===== src/rtl/alarm_pkg.sv =====
// Shared types and limits for the alarm controller: ring FSM states,
// field-select codes and the time-field wrap limits.
package alarm_pkg;

    typedef enum logic [1:0] {
        ST_IDLE   = 2'b00,
        ST_ARMED  = 2'b01,
        ST_RING   = 2'b10,
        ST_SNOOZE = 2'b11
    } ring_state_e;

    typedef enum logic [1:0] {
        FIELD_NONE = 2'b00,
        FIELD_SEC  = 2'b01,
        FIELD_MIN  = 2'b10,
        FIELD_HOUR = 2'b11
    } field_e;

    localparam int MAX_HOUR   = 23;
    localparam int MAX_MINSEC = 59;

    // Wrapping increment; the >= also recovers from any out-of-range value.
    function automatic logic [5:0] wrap_inc(input logic [5:0] val, input logic [5:0] max_val);
        return (val >= max_val) ? 6'd0 : val + 6'd1;
    endfunction

endpackage


===== src/rtl/alarm_controller_if.sv =====
// User-facing signal bundle of the alarm controller: keys, tick, current
// time in, stored alarm time and status out.
interface alarm_controller_if;
    import alarm_pkg::*;

    logic       tick_1hz;
    logic       edit_en;
    logic       left_key;
    logic       right_key;
    logic       up_key;
    logic       snooze_key;
    logic       stop_key;
    logic       alarm_en;
    logic [4:0] cur_hour;
    logic [5:0] cur_min;
    logic [5:0] cur_sec;
    logic [4:0] alarm_hour;
    logic [5:0] alarm_min;
    logic [5:0] alarm_sec;
    field_e     selection;
    logic       ringing;
    logic       snoozed;

    modport slave (
        input  tick_1hz, edit_en, left_key, right_key, up_key,
               snooze_key, stop_key, alarm_en, cur_hour, cur_min, cur_sec,
        output alarm_hour, alarm_min, alarm_sec, selection, ringing, snoozed
    );

    modport master (
        output tick_1hz, edit_en, left_key, right_key, up_key,
               snooze_key, stop_key, alarm_en, cur_hour, cur_min, cur_sec,
        input  alarm_hour, alarm_min, alarm_sec, selection, ringing, snoozed
    );

endinterface


===== src/rtl/alarm_field_select.sv =====
// Tracks which alarm field (sec/min/hour) is being edited; left moves toward
// hour, right toward sec, both saturate. The field is kept while not editing.
module alarm_field_select
    import alarm_pkg::*;
(
    input  logic   clk,
    input  logic   reset,
    input  logic   edit_en,
    input  logic   left_key,
    input  logic   right_key,
    output field_e selection
);

    field_e field_q;
    field_e field_d;

    // Simultaneous left and right cancel out.
    always_comb begin
        field_d = field_q;
        if (edit_en && (left_key ^ right_key)) begin
            if (left_key) begin
                case (field_q)
                    FIELD_SEC: field_d = FIELD_MIN;
                    default:   field_d = FIELD_HOUR;
                endcase
            end else begin
                case (field_q)
                    FIELD_HOUR: field_d = FIELD_MIN;
                    default:    field_d = FIELD_SEC;
                endcase
            end
        end
    end

    assign selection = edit_en ? field_q : FIELD_NONE;

    always_ff @(posedge clk or posedge reset) begin
        if (reset) begin
            field_q <= FIELD_SEC;
        end else begin
            field_q <= field_d;
        end
    end

endmodule


===== src/rtl/alarm_controller.sv =====
// Alarm clock controller: editable alarm time plus a ring/snooze FSM that
// fires on the rising edge of the current-time == alarm-time match.
module alarm_controller
    import alarm_pkg::*;
#(
    parameter int RING_SECS   = 60,
    parameter int SNOOZE_SECS = 300
) (
    input  logic               clk,
    input  logic               reset,
    alarm_controller_if.slave  bus
);

    localparam int CNT_MAX = (RING_SECS > SNOOZE_SECS) ? RING_SECS : SNOOZE_SECS;
    localparam int CNT_W   = $clog2(CNT_MAX + 1);
    localparam logic [CNT_W-1:0] RING_LOAD   = CNT_W'(RING_SECS);
    localparam logic [CNT_W-1:0] SNOOZE_LOAD = CNT_W'(SNOOZE_SECS);
    localparam logic [CNT_W-1:0] CNT_ONE     = CNT_W'(1);

    field_e selection;

    logic [4:0] hour_q, hour_d;
    logic [5:0] min_q, min_d;
    logic [5:0] sec_q, sec_d;

    ring_state_e      state_q, state_d;
    logic [CNT_W-1:0] ring_cnt_q, ring_cnt_d;
    logic [CNT_W-1:0] snz_cnt_q, snz_cnt_d;
    logic             match, match_q;
    logic             ringing_q, ringing_d;
    logic             snoozed_q, snoozed_d;

    alarm_field_select u_field_select (
        .clk       (clk),
        .reset     (reset),
        .edit_en   (bus.edit_en),
        .left_key  (bus.left_key),
        .right_key (bus.right_key),
        .selection (selection)
    );

    // selection still shows the pre-move field here, so up+left/right
    // increments the field that was selected before the move.
    always_comb begin
        hour_d = hour_q;
        min_d  = min_q;
        sec_d  = sec_q;
        if (bus.edit_en && bus.up_key) begin
            case (selection)
                FIELD_SEC:  sec_d  = wrap_inc(sec_q, 6'(MAX_MINSEC));
                FIELD_MIN:  min_d  = wrap_inc(min_q, 6'(MAX_MINSEC));
                FIELD_HOUR: hour_d = 5'(wrap_inc({1'b0, hour_q}, 6'(MAX_HOUR)));
                default:    ;
            endcase
        end
    end

    always_ff @(posedge clk or posedge reset) begin
        if (reset) begin
            hour_q <= '0;
            min_q  <= '0;
            sec_q  <= '0;
        end else begin
            hour_q <= hour_d;
            min_q  <= min_d;
            sec_q  <= sec_d;
        end
    end

    assign match = (bus.cur_hour == hour_q) && (bus.cur_min == min_q) && (bus.cur_sec == sec_q);

    // Editing or disarming overrides every other transition.
    always_comb begin
        state_d    = state_q;
        ring_cnt_d = ring_cnt_q;
        snz_cnt_d  = snz_cnt_q;
        if (bus.edit_en || !bus.alarm_en) begin
            state_d = ST_IDLE;
        end else begin
            case (state_q)
                ST_IDLE: state_d = ST_ARMED;
                ST_ARMED: begin
                    if (match && !match_q) begin
                        state_d    = ST_RING;
                        ring_cnt_d = RING_LOAD;
                    end
                end
                ST_RING: begin
                    if (bus.stop_key) begin
                        state_d = ST_ARMED;
                    end else if (bus.snooze_key) begin
                        state_d   = ST_SNOOZE;
                        snz_cnt_d = SNOOZE_LOAD;
                    end else if (ring_cnt_q == '0) begin
                        state_d = ST_ARMED;
                    end else if (bus.tick_1hz) begin
                        ring_cnt_d = ring_cnt_q - CNT_ONE;
                    end
                end
                ST_SNOOZE: begin
                    if (bus.stop_key) begin
                        state_d = ST_ARMED;
                    end else if (snz_cnt_q == '0) begin
                        state_d    = ST_RING;
                        ring_cnt_d = RING_LOAD;
                    end else if (bus.tick_1hz) begin
                        snz_cnt_d = snz_cnt_q - CNT_ONE;
                    end
                end
                default: state_d = ST_IDLE;
            endcase
        end
        ringing_d = (state_d == ST_RING);
        snoozed_d = (state_d == ST_SNOOZE);
    end

    // match_q resets high so an alarm of 00:00:00 cannot fire straight out of reset.
    always_ff @(posedge clk or posedge reset) begin
        if (reset) begin
            state_q    <= ST_IDLE;
            ring_cnt_q <= '0;
            snz_cnt_q  <= '0;
            match_q    <= 1'b1;
            ringing_q  <= 1'b0;
            snoozed_q  <= 1'b0;
        end else begin
            state_q    <= state_d;
            ring_cnt_q <= ring_cnt_d;
            snz_cnt_q  <= snz_cnt_d;
            match_q    <= match;
            ringing_q  <= ringing_d;
            snoozed_q  <= snoozed_d;
        end
    end

    assign bus.alarm_hour = hour_q;
    assign bus.alarm_min  = min_q;
    assign bus.alarm_sec  = sec_q;
    assign bus.selection  = selection;
    assign bus.ringing    = ringing_q;
    assign bus.snoozed    = snoozed_q;

endmodule


===== src/flat_wrapper.sv =====
// flat-port wrapper written by rule: the top's interface ports become plain ports
module alarm_controller_flat import alarm_pkg::*;
#(
    parameter int RING_SECS   = 60,
    parameter int SNOOZE_SECS = 300
)
  (clk, reset, bus_tick_1hz, bus_edit_en, bus_left_key, bus_right_key, bus_up_key, bus_snooze_key, bus_stop_key, bus_alarm_en, bus_cur_hour, bus_cur_min, bus_cur_sec, bus_alarm_hour, bus_alarm_min, bus_alarm_sec, bus_selection, bus_ringing, bus_snoozed);
  alarm_controller_if bus_i ();
  input  logic clk;
  input  logic reset;
  input wire logic [$bits(bus_i.tick_1hz)-1:0] bus_tick_1hz;
  input wire logic [$bits(bus_i.edit_en)-1:0] bus_edit_en;
  input wire logic [$bits(bus_i.left_key)-1:0] bus_left_key;
  input wire logic [$bits(bus_i.right_key)-1:0] bus_right_key;
  input wire logic [$bits(bus_i.up_key)-1:0] bus_up_key;
  input wire logic [$bits(bus_i.snooze_key)-1:0] bus_snooze_key;
  input wire logic [$bits(bus_i.stop_key)-1:0] bus_stop_key;
  input wire logic [$bits(bus_i.alarm_en)-1:0] bus_alarm_en;
  input wire logic [$bits(bus_i.cur_hour)-1:0] bus_cur_hour;
  input wire logic [$bits(bus_i.cur_min)-1:0] bus_cur_min;
  input wire logic [$bits(bus_i.cur_sec)-1:0] bus_cur_sec;
  output wire logic [$bits(bus_i.alarm_hour)-1:0] bus_alarm_hour;
  output wire logic [$bits(bus_i.alarm_min)-1:0] bus_alarm_min;
  output wire logic [$bits(bus_i.alarm_sec)-1:0] bus_alarm_sec;
  output wire logic [$bits(bus_i.selection)-1:0] bus_selection;
  output wire logic [$bits(bus_i.ringing)-1:0] bus_ringing;
  output wire logic [$bits(bus_i.snoozed)-1:0] bus_snoozed;
  assign bus_i.tick_1hz = bus_tick_1hz;
  assign bus_i.edit_en = bus_edit_en;
  assign bus_i.left_key = bus_left_key;
  assign bus_i.right_key = bus_right_key;
  assign bus_i.up_key = bus_up_key;
  assign bus_i.snooze_key = bus_snooze_key;
  assign bus_i.stop_key = bus_stop_key;
  assign bus_i.alarm_en = bus_alarm_en;
  assign bus_i.cur_hour = bus_cur_hour;
  assign bus_i.cur_min = bus_cur_min;
  assign bus_i.cur_sec = bus_cur_sec;
  assign bus_alarm_hour = bus_i.alarm_hour;
  assign bus_alarm_min = bus_i.alarm_min;
  assign bus_alarm_sec = bus_i.alarm_sec;
  assign bus_selection = bus_i.selection;
  assign bus_ringing = bus_i.ringing;
  assign bus_snoozed = bus_i.snoozed;
  alarm_controller #(.RING_SECS(RING_SECS), .SNOOZE_SECS(SNOOZE_SECS)) u_core (.clk(clk), .reset(reset), .bus(bus_i));
endmodule

===== config.mk =====
export PLATFORM = sky130hd
export DESIGN_NAME = alarm_controller_flat
export DESIGN_NICKNAME = d
export VERILOG_FILES = /design/src/rtl/alarm_pkg.sv /design/src/rtl/alarm_controller_if.sv /design/src/rtl/alarm_field_select.sv /design/src/rtl/alarm_controller.sv /design/src/flat_wrapper.sv
export SDC_FILE = /design/constraint.sdc
export NUM_CORES = 1
export LEC_CHECK = 0
export ABC_AREA = 0
export BUFFER_PORTS_ARGS = -buffer_cell sky130_fd_sc_hd__buf_2
export CORE_ASPECT_RATIO = 2
export CORE_MARGIN = 2
export CORE_UTILIZATION = 54
export CTS_CLUSTER_DIAMETER = 50
export CTS_CLUSTER_SIZE = 20
export DETAILED_ROUTE_END_ITERATION = 8
export PLACE_DENSITY = 0.82
export SLEW_MARGIN = 10
export SYNTH_ARGS = -nofsm -noshare
export SYNTH_HDL_FRONTEND = slang
export SYNTH_SLANG_ARGS = --single-unit
export TNS_END_PERCENT = 5

===== constraint.sdc =====
create_clock -name clk -period 4.45 [get_ports clk]
set_clock_uncertainty 0.1 [all_clocks]
set_input_delay 0.445 -clock clk [delete_from_list [all_inputs] [get_ports clk]]
set_output_delay 0.445 -clock clk [all_outputs]
set_load 0.02 [all_outputs]

* Word-level counts from Yosys, hierarchy flattened
Index checks and enable logic that the tools add are counted.
Word-level totals: output and inout port bits 21, input port bits 27, word-level logic and storage cells 90, register bits 42
Cells by class: magnitude comparators 3, add/subtract/negate cells 5, bitwise gates (word level) 2, mux-type cells 29, reductions and logical operators 18, eq/ne operators 23
Operators with widths (count):
- $mux W9 | 12
- $pmux W9 S3 | 1
- $mux W2 | 10
- $logic_not A9 Y1 | 2
- $pmux W9 S2 | 1
- $sub A9 B1 Y9 const B | 2
- $ne A2 B2 Y1 const B | 8
- $eq A2 B2 Y1 const B | 7
- $add A6 B1 Y6 const B | 2
- $eq A6 B6 Y1 | 2
- $ge A6 B6 Y1 const B | 2
- $mux W6 | 2
- $reduce_and A9 Y1 | 1
- $pmux W2 S4 | 1
- $reduce_and A7 Y1 | 1
- $eq A2 B1 Y1 const B | 3
- $reduce_and A2 Y1 | 3
- $add A5 B1 Y5 const B | 1
- $eq A5 B5 Y1 | 1
- $ge A5 B5 Y1 const B | 1
- $logic_and A1 B1 Y1 | 5
- $mux W5 | 1
- $ne A2 B1 Y1 const B | 2
- $reduce_bool A3 Y1 | 1
- 7 further kinds | 8

* Logic depth before layout (Yosys ltp)
depth after elaboration 8, depth in mapped cells 8, mapped depth without buffers 7

* Hierarchy
A second synthesis with hierarchy kept.
Second synthesis, totals: cells, all modules 281, area, all modules 2605.0 µm²
By module, submodules not included:
- alarm_controller | times used 1, area an instance 2467.4 µm², cells an instance 264, sequential area each 1002.2 µm²
- alarm_field_select | times used 1, area an instance 137.6 µm², cells an instance 17, sequential area each 51.3 µm²

* Least setup slack after synthesis
OpenSTA, ideal clock, no wires.
path kind reg-to-reg, from reg u_core.ring_cnt_q[0], to reg u_core.ring_cnt_q[6], cell stages (with the launch flop) 9, setup time 0.129 ns, slack 2.352 ns, buffers on the path 1, period minus slack after synthesis 2.098 ns, arrival time 1.870 ns, required time 4.221 ns, path through dfrtp_1 -> inv_1 -> ha_1 -> or4b_4 -> o31a_1 -> buf_2 -> and2_4 -> a221oi_2 -> o21ai_1
Between the ends: longest elaborated chain between the ends 6, elaborated cells between the ends (all ways) 9, those cells by class 1 x add/sub; 1 x eq/ne; 5 x mux; 2 x reduce/logical
RTL lines:
- start: declaration | RTL line alarm_controller.sv:27 | logic [CNT_W-1:0] ring_cnt_q, ring_cnt_d;
- start signal: assignment | RTL line alarm_controller.sv:128 | ring_cnt_q <= ring_cnt_d;
- $sub A9 B1 Y9 | RTL line alarm_controller.sv:97 | ring_cnt_d = ring_cnt_q - CNT_ONE;
- $mux W9 | RTL line alarm_controller.sv:96 | end else if (bus.tick_1hz) begin
- $mux W9 | RTL line alarm_controller.sv:94 | end else if (ring_cnt_q == '0) begin
- $mux W9 | RTL line alarm_controller.sv:91 | end else if (bus.snooze_key) begin
- $mux W9 | RTL line alarm_controller.sv:89 | if (bus.stop_key) begin
- $pmux W9 S3 | RTL line alarm_controller.sv:80 | case (state_q)
Several ways; a longest one is shown, not always the timed one. The select of a mux whose other input is x is not followed. A chain may end at the register's enable or synchronous reset.

* Worst setup path in the final report
from reg u_core.ring_cnt_q[0], to reg u_core.ring_cnt_q[7]
The elaborated chain is that of the path after synthesis.

==> impl_metrics.env <==
export IMPL_post_route_util_pct=62.5
export IMPL_num_rows=36
export IMPL_synth_compound_gate_area_share_pct=18.8
export IMPL_timing_worst_setup_path_type="reg -> reg"
export IMPL_grt_pass1_vias=2268
export IMPL_numClockSinks=42
export IMPL_setup_worst_path_start_class="register"
export IMPL_routed_wire_length_per_instance_um=16.0
export IMPL_num_fill_cells=416
export IMPL_grt_pass1_wl_um=10500
export IMPL_effective_utilization_at_floorplan_pct=55.0
export IMPL_synthAdderAreaFrac_pct=3.31
export IMPL_grt_util_all_layers_pct=25.8
export IMPL_post_route_cells_drive_above_1_share_pct=21.2
export IMPL_dominant_combinational_cell_family_by_area_after_synthesis="simple AND/OR/NAND/NOR gates"
export IMPL_grt_start_max_net_pins=43
export IMPL_postCtsHoldBufs=0
export IMPL_most_common_cell_after_layout_fill_and_taps_aside="sky130_fd_sc_hd__buf_2"
export IMPL_yosys_warnings=0
export IMPL_max_vdd_ir_drop_v=0.000236
export IMPL_synthFlopType="sky130_fd_sc_hd__dfrtp_1"
export IMPL_clock_tree_from_tritoncts="built"
export IMPL_startpoint_of_the_worst_slack_reg_to_reg_timing_path="u_core.ring_cnt_q[0]$_DFFE_PP0P_"
export IMPL_fin_nets=377
export IMPL_gates_resized_cts_repair=0
export IMPL_chipWidth_um=53.5
export IMPL_die_area_mm2=0.00552
export IMPL_antenna_cells=0
export IMPL_synth_register_bits=42
export IMPL_data_arrival_time_of_the_worst_path_ns=2.51
export IMPL_synthCells=297
export IMPL_synth_xor_area_share_pct=8.92
export IMPL_crit_required_ns=4.56
export IMPL_port_buffers=47
export IMPL_fin_total_pwr_mw=1.18
export IMPL_relSlewSlack_pct=42.8
export IMPL_achievable_frequency_ghz=0.417
export IMPL_synth_enable_flop_cells=0
export IMPL_areaGrowthSynthToFinish_pct=13.7
export IMPL_htree_num_levels=2
export IMPL_fin_tns_setup_ns=0
export IMPL_synth_fp_nets=331
export IMPL_grt_antenna_before_repair=0
export IMPL_via_per_inst=6.14
export IMPL_numCtsBuffers=5
export IMPL_post_route_drc_count=0
export IMPL_timing_final_ws_setup_ns=2.05
export IMPL_most_common_layout_cells="sky130_fd_sc_hd__buf_2 (47), sky130_fd_sc_hd__dfrtp_1 (40), sky130_fd_sc_hd__nand2_1 (35), sky130_fd_sc_hd__nor2_1 (26), sky130_fd_sc_hd__xor2_1 (17)"
export IMPL_final_antenna_net_count=0
export IMPL_synth_area_mm2=0.00265
export IMPL_synthSimpleGateAreaFrac_pct=24.7
export IMPL_dp_cells=393
export IMPL_synth_async_sr_flop_share_pct=100
export IMPL_synth_seq_area_share_pct=39.8
export IMPL_clk_insertion_delay_late_ns=0.30
export IMPL_hpwlAfterDp_um=4940
export IMPL_stdcell_count=401
export IMPL_power_density_mw_per_mm2=391
export IMPL_route_vias_total=2463
export IMPL_hp_class="in -> async"
export IMPL_ff2ff_path_depth=7
export IMPL_worstReg2RegEnd="u_core.ring_cnt_q[7]$_DFFE_PP0P_"
export IMPL_pre_cts_setup_slack_ns=2.10
export IMPL_syn_avg_cell_area_um2=8.92
export IMPL_timing_max_transition_violations_final=0
export IMPL_critical_path_max_fanout=12
export IMPL_routed_wirelength_um=6400
export IMPL_final_hold_violation_count=0
export IMPL_worstSetupEndpointType="register"
export IMPL_die_height_um=103
export IMPL_core_area_mm2=0.00482
export IMPL_gp_congestion=0.947
export IMPL_grt_setup_unrepaired="no"
export IMPL_run_status="complete, no violations"
export IMPL_period_needed_ns=2.40
export IMPL_cts_setup_buffers=0
export IMPL_leakage_nw=1.37
export IMPL_first_pass_iters=5
export IMPL_setup_reg_to_reg_worst_slack_ns=2.05
export IMPL_io_pins=48
export IMPL_grt_remaining_overflow=0
export IMPL_number_of_max_capacitance_violations_reported=0
export IMPL_layout_worst_path_cycle_share_pct=53.8
export IMPL_ctsLongestPathBuffers=2
export IMPL_clk_pin_slew_worst_paths_ns=0.09
export IMPL_synth_distinct_cells=53
export IMPL_worst_slew_pin_transition_ns=0.858
export IMPL_setup_violations=0
export IMPL_synth_area_mux_share_pct=1.18
export IMPL_dr_first_iter_drc_count=91
export IMPL_clock_root_buffer="sky130_fd_sc_hd__clkbuf_8"
cells in the mapped netlist, types with 6 or more instances:
master / count / area share [%]
sky130_fd_sc_hd__o21ai_0: 14 / 2.6
sky130_fd_sc_hd__o21ai_1: 6 / 1.1
sky130_fd_sc_hd__ha_1: 7 / 3.3
sky130_fd_sc_hd__dfrtp_1: 40 / 38
sky130_fd_sc_hd__xnor2_1: 10 / 3.3
sky130_fd_sc_hd__a21oi_1: 15 / 2.8
sky130_fd_sc_hd__nand2_1: 35 / 5.0
sky130_fd_sc_hd__nand3_1: 12 / 2.3
sky130_fd_sc_hd__xor2_1: 17 / 5.6
sky130_fd_sc_hd__nor2_1: 26 / 3.7
sky130_fd_sc_hd__nand4_1: 6 / 1.4
sky130_fd_sc_hd__inv_1: 11 / 1.6
power breakdown:
group / internal (mW) / switching [mW]
combinational: 0.146 / 0.207
clock: 0.125 / 0.138
sequential: 0.445 / 0.117
sequential cells by signal (all words and copies together), names as in the netlist:
name	count
u_core.bus.alarm_hour	5
u_core.bus.alarm_min	6
u_core.bus.alarm_sec	6
u_core.bus.ringing	1
u_core.bus.snoozed	1
u_core.match_q	1
u_core.ring_cnt_q	9
u_core.snz_cnt_q	9
u_core.state_q	2
u_core.u_field_select.field_q	2
through the flow:
stage | instance area, µm² | hold slack, ns
3_5_place_dp | 2920 | 0.396
3_3_place_gp | 2920 | 0.382
6_report | 3010 | 0.168
2_1_floorplan | 2650 | 0.362
5_1_grt | 3010 | 0.221
4_1_cts | 3010 | 0.191
logic make-up after synthesis:
kind of cell	count (synthesis)
simple gates	124
compound gates	74
flops	42
xor+xnor	27
buf+inv	20
fa+ha+maj	7
mux	3
cell type report:
type	count	area (µm²)	share of cell area (%)
multi-input cells	235	1510	50.1
flip-flops and latches	42	1050	35.0
repair buffers	48	243	8.05
clock buffers	6	82.6	2.74
well taps	57	71.3	2.37
inverters	11	41.3	1.37
clock inverters	2	12.5	0.415
worst max-delay path by stage:
| stage | end | from | cells past startpoint |
|---|---|---|---|
| 6_report | u_core.ring_cnt_q[7]$_DFFE_PP0P_ | u_core.ring_cnt_q[0]$_DFFE_PP0P_ | 7 |
| 5_1_grt | u_core.ring_cnt_q[3]$_DFFE_PP0P_ | u_core.ring_cnt_q[1]$_DFFE_PP0P_ | 7 |
| 4_1_cts | u_core.ring_cnt_q[7]$_DFFE_PP0P_ | u_core.ring_cnt_q[0]$_DFFE_PP0P_ | 7 |
| 3_5_place_dp | u_core.ring_cnt_q[7]$_DFFE_PP0P_ | u_core.ring_cnt_q[0]$_DFFE_PP0P_ | 7 |
| 3_3_place_gp | u_core.ring_cnt_q[7]$_DFFE_PP0P_ | u_core.ring_cnt_q[0]$_DFFE_PP0P_ | 7 |
| 2_1_floorplan | u_core.ring_cnt_q[6]$_DFFE_PP0P_ | u_core.ring_cnt_q[0]$_DFFE_PP0P_ | 8 |
layer usage:
| metal | up-vias | share of wire [%] | GRT usage, % |
|---|---|---|---|
| met5 | - | 0 | 0 |
| li1 | 1175 | - | - |
| met2 | 89 | 56 | 48.3 |
| met3 | 13 | 4.1 | 3.91 |
| met1 | 1186 | 37 | 27.2 |
| met4 | 0 | 2.3 | 10.8 |
critical path, cell delays in order, from the launching register on:
cell	delay (ns)
sky130_fd_sc_hd__dfrtp_1	0.42
sky130_fd_sc_hd__inv_1	0.10
sky130_fd_sc_hd__ha_1	0.14
sky130_fd_sc_hd__or4b_4	0.46
sky130_fd_sc_hd__o311ai_1	0.32
sky130_fd_sc_hd__a21oi_1	0.34
sky130_fd_sc_hd__a31o_2	0.30
sky130_fd_sc_hd__a31oi_1	0.14
Power figures use the tool's default switching activity.
